File: src/rtl/rbm_image_loader.sv
// rtl/rbm_image_loader.sv - pixel stream binariser/packer feeding the RBM classifier
// Optional build macro PIXEL_LFSR_EN: stochastic binarisation against a 16-bit LFSR
// instead of the fixed threshold.
module rbm_image_loader #(
  parameter int          general_input_dim = 784,
  parameter int          pixel_bitlength   = 8,
  parameter int          threshold         = 128,
  parameter int          count_bitlength   = 16,
  parameter logic [15:0] lfsr_seed         = 16'hACE1
) (
  input  logic                         clock,
  input  logic                         reset,
  input  logic                         pixel_valid,
  input  logic [pixel_bitlength-1:0]   pixel_data,
  output logic                         pixel_ready,
  output logic [general_input_dim-1:0] InputData,
  output logic                         data_valid,
  output logic                         rbm_reset,
  input  logic                         rbm_finish,
  output logic [count_bitlength-1:0]   image_count
);

  localparam int idx_w = (general_input_dim > 1) ? $clog2(general_input_dim) : 1;
  localparam logic [idx_w-1:0] last_idx = idx_w'(general_input_dim - 1);

  typedef enum logic [1:0] {LOAD, KICK, RUN, DONE} state_t;

  state_t                       state, state_nxt;
  logic [idx_w-1:0]             idx, idx_nxt;
  logic [general_input_dim-1:0] input_data_nxt;
  logic                         data_valid_nxt;
  logic                         rbm_reset_nxt;
  logic                         pixel_ready_nxt;
  logic [count_bitlength-1:0]   image_count_nxt;
  logic                         accept;
  logic                         pixel_bit;
  logic                         unused_cfg;

  // Handshake only counts while loading; pixel_ready is already low elsewhere.
  assign accept = (state == LOAD) && pixel_valid && pixel_ready;

`ifdef PIXEL_LFSR_EN
  logic [15:0] lfsr;

  // Fibonacci LFSR, taps 16,14,13,11; steps only on accepted pixels and survives across images.
  always_ff @(posedge clock or negedge reset) begin
    if (!reset) begin
      lfsr <= lfsr_seed;
    end else if (accept) begin
      lfsr <= {lfsr[14:0], lfsr[15] ^ lfsr[13] ^ lfsr[12] ^ lfsr[10]};
    end
  end

  assign pixel_bit  = (pixel_data > lfsr[pixel_bitlength-1:0]);
  assign unused_cfg = ^threshold;
`else
  localparam logic [pixel_bitlength-1:0] thr = pixel_bitlength'(threshold);

  assign pixel_bit  = (pixel_data >= thr);
  assign unused_cfg = ^lfsr_seed;
`endif

  // State, pixel index and all registered outputs.
  always_ff @(posedge clock or negedge reset) begin
    if (!reset) begin
      state       <= LOAD;
      idx         <= '0;
      InputData   <= '0;
      data_valid  <= 1'b0;
      pixel_ready <= 1'b0;
      rbm_reset   <= 1'b1;
      image_count <= '0;
    end else begin
      state       <= state_nxt;
      idx         <= idx_nxt;
      InputData   <= input_data_nxt;
      data_valid  <= data_valid_nxt;
      pixel_ready <= pixel_ready_nxt;
      rbm_reset   <= rbm_reset_nxt;
      image_count <= image_count_nxt;
    end
  end

  // Next state and next output values; outputs reflect the state being entered.
  always_comb begin
    state_nxt       = state;
    idx_nxt         = idx;
    input_data_nxt  = InputData;
    data_valid_nxt  = 1'b0;
    rbm_reset_nxt   = 1'b0;
    pixel_ready_nxt = 1'b0;
    image_count_nxt = image_count;
    case (state)
      LOAD: begin
        pixel_ready_nxt = 1'b1;
        if (accept) begin
          input_data_nxt[idx] = pixel_bit;
          if (idx == last_idx) begin
            // Ready drops on the accepting edge so no pixel of the next image slips in.
            idx_nxt         = '0;
            state_nxt       = KICK;
            rbm_reset_nxt   = 1'b1;
            pixel_ready_nxt = 1'b0;
          end else begin
            idx_nxt = idx + 1'b1;
          end
        end
      end
      KICK: begin
        state_nxt      = RUN;
        data_valid_nxt = 1'b1;
      end
      RUN: begin
        data_valid_nxt = 1'b1;
        if (rbm_finish) begin
          state_nxt       = DONE;
          data_valid_nxt  = 1'b0;
          image_count_nxt = image_count + 1'b1;
        end
      end
      DONE: begin
        state_nxt       = LOAD;
        pixel_ready_nxt = 1'b1;
      end
      default: state_nxt = LOAD;
    endcase
  end

endmodule
File: config.mk
export PLATFORM = sky130hd
export DESIGN_NAME = rbm_image_loader
export DESIGN_NICKNAME = d
export VERILOG_FILES = /design/src/rtl/rbm_image_loader.sv
export SDC_FILE = /design/constraint.sdc
export NUM_CORES = 1
export LEC_CHECK = 0
export BUFFER_PORTS_ARGS = -buffer_cell sky130_fd_sc_hd__buf_2
export CAP_MARGIN = 25
export CORE_AREA = 4 4 312 314
export DETAILED_ROUTE_END_ITERATION = 8
export DIE_AREA = 0 0 316 318
export RECOVER_POWER = 100
export SLEW_MARGIN = 20
export SYNTH_ARGS = -nofsm -noshare
export SYNTH_HDL_FRONTEND = slang
export SYNTH_SLANG_ARGS = --single-unit
File: constraint.sdc
create_clock -name clock -period 2.65 [get_ports clock]
set_input_delay 0.265 -clock clock [delete_from_list [all_inputs] [get_ports clock]]
set_output_delay 0.265 -clock clock [all_outputs]
set_load 0.01 [all_outputs]
==> run metrics <==
outcome=finished, violations left; failing checks=capacitance limit, slew limit; Root Buffer=clkbuf_16; Die Area=around 100000 um2; Tcrit/Tclk final=between 90 and 100%; Max Fanout on Critical Path=31; fmax=~0.4 GHz; Die Wd=roughly 320 um; simple-gate area share of the yosys netlist=between 20 and 25%; LEAKAGE=0.0219 uW; Netlist cell types=48; r2r setup slk=about 0.14 ns; clock slew at reported path FFs=approximately 0.060 ns; Synth Instances=about 3700; final hold vios=0; min Tclk post-route=between 2 and 3 ns; Post-DRT Antenna Nets=0; gpl congestion=between 0.8 and 0.9; vias per cell=5.67; Mapped Area=34900 um2; Setup Viol. Count Final=0; CTS Sinks=approximately 820; Syn Nets=3759; DRC viols=0; Layout Cells excl Fill=5821; I/O pin total=about 800; clock buffer depth=3; largest net degree at the start of global routing=82; number of synthesized flops with an enable pin=0; initial antenna violation count=3; RSZ-0062 raised after global routing=false; ys async rst share=100%; WL per Instance=between 20 and 30 um; CORE AREA=~95000 um2; Critical Path Source Type=flop; Slew headroom=-6.19%; CP cell instances=nand3b_2, nor3_1, buf_4, and3_1, mux2_2; final hold slack=a little over 0.1 ns; pwr dens=approximately 640 nW/um2; required time of the critical path=3.19 ns; fill cell count=approximately 9500; Routed WL=154 mm; PortBufs=807; Yosys top cell area share=58.3%; Max-Cap Viols=1; Synth Flop Type=dfrtp_1; crit path kind=reg -> reg; register area share after synthesis=58.4%; total track usage=between 20 and 30%; nets=4508; vias in the first global route=~32000; post-detail-place hpwl=between 100 and 150 mm; worst slew pin tran=1.59 ns; Critical Path Max Stage Delay=0.74 ns; register bit total from synthesis=815; Post-Synth Adder-Cell Area=0.358%; final-report max-slew violation count=61; Worst Path Arrival=slightly above 3 ns; layout cells sized above 1=about a tenth; Post-CTS Setup Bufs=0; grt ovf=0; 1st-iter DRT viols=just under 4000; Max VDD drop=around 420 uV; Hold Path Class=in -> reg; Pre-antenna DRT Iters=9; Syn Area/Cell=roughly 9.3 um2; CTS H-tree depth=3; clock skew=0.0223 ns; Synth Area in XOR/XNOR=less than 1%; CP endpoint kind=flop; CP max-delay cell=dfrtp_1; Compound-Gate Fraction of Synth Area=about a tenth; main combinational cell family by area after synthesis=simple AND/OR/NAND/NOR gates; CTS tree=built; vias=~33000; first-pass GRT wire length=between 200 and 250 mm; Num CTS Buffers=90; post-synthesis mux area share=roughly 2.2%; top cells by area, synth=dfrtp_1, nand3_1, o21ai_0; Worst-Skew Late Latency=0.67 ns; P&R area growth vs syn=22.6%; Yosys top cell by area=dfrtp_1; placed insts=5657; Die H=about 320 um; Synth warnings=0; Initial Util=a little under two fifths; site row count=approximately 110; Fin Setup TNS=0 ns
-- layout make-up --
cell class	instances	area [um2]	share of cell area, %
flip-flops and latches	815	20400	47.6
multi-input cells	2531	12800	29.8
repair buffers	1041	5100	11.9
clock buffers	134	2620	6.12
well taps	1265	1580	3.70
clock inverters	26	332	0.774
inverters	7	26.3	0.0614
diodes	2	5.00	0.0117
-- critical path, delay by kind of cell, from the launching register on --
kind | cells | cell delay, ns
buffers and inverters | 1 | 0.36
muxes | 1 | 0.33
DFF | 1 | 0.74
and+or+nand+nor | 3 | 0.95
-- synth_stat cells (all sizes together), types with 2 or more instances --
master / number
a21oi: 3
and2: 2
and3: 5
and3b: 6
and4: 4
buf: 216
clkbuf: 168
dfrtp: 814
ha: 10
inv: 7
mux2: 68
nand2: 786
nand2b: 2
nand3: 758
nand3b: 5
nand4: 11
nor2: 98
nor2b: 3
nor3: 7
nor3b: 6
o21ai: 720
or2: 2
or3: 2
or3b: 6
xnor2: 14
xor2: 6
-- metrics by stage --
stage	util, %	power [uW]	instance area, um2	worst slack, ns
final	45.3	27300	42800	0.137
after global placement	43.6	14800	41300	0.235
after detailed placement	43.6	14800	41300	0.186
after floorplan	-	13900	34900	0.662
after global routing	45.3	28200	42800	0.00919
after CTS	46.8	27500	44200	0.176
-- final timing paths --
check                                            startpoint                          end  cells after the start
min in group asynchronous                             reset   InputData[128]$_DFFE_PN0P_                      2
worst max register to register           idx[9]$_DFFE_PN0P_   InputData[698]$_DFFE_PN0P_                      5
worst min register to register  image_count[15]$_DFFE_PN0P_  image_count[15]$_DFFE_PN0P_                      1
max in group asynchronous                             reset   InputData[442]$_DFFE_PN0P_                      4
worst min-delay path                          pixel_data[7]   InputData[136]$_DFFE_PN0P_                      3
worst max-delay path                     idx[9]$_DFFE_PN0P_   InputData[698]$_DFFE_PN0P_                      5
-- layer usage --
metal	part of all wire [%]	vias to the layer above	global-route usage (%)	routed length, um
li1	-	14200	-	-
met1	40	16500	40.1	62400
met2	45	1989	45.9	69900
met3	9.9	347	6.94	15300
met4	4.5	0	13.2	6930
met5	0	-	0	0
-- logic make-up after synthesis --
family,after synthesis
compound gates,728
xor+xnor,20
fa+ha+maj,10
buf+inv,391
flops,815
mux,69
simple gates,1704
-- placed cells by master, fill, tap and decap left out, drive strengths merged, types with 12 or more instances in the layout --
cell	count
mux2	68
clkinv	12
nand2	786
dfrtp	814
buf	162
o21ai	720
nor2	98
clkbuf	1011
nand3	758
xnor2	14
-- registers in the layout, summed over array words and instances, names as in the netlist --
register / count
InputData: 784
image_count: 16
idx: 10
state: 2
data_valid: 1
pixel_ready: 1
rbm_reset: 1
-- power breakdown --
part | total (uW) | internal, uW | switching [uW]
Combinational | 1780 | 500 | 1280
Clock | 12800 | 7410 | 5350
Sequential | 12700 | 12600 | 164
-- timing repair --
action / in CTS / in global routing
hold buffers: 2 / 0
endpoints found under the setup margin: 0 / 2
gates resized for setup: 0 / 1
endpoints found under the hold margin: 41 / 0
No activity file was read; power rests on OpenSTA's default activity.
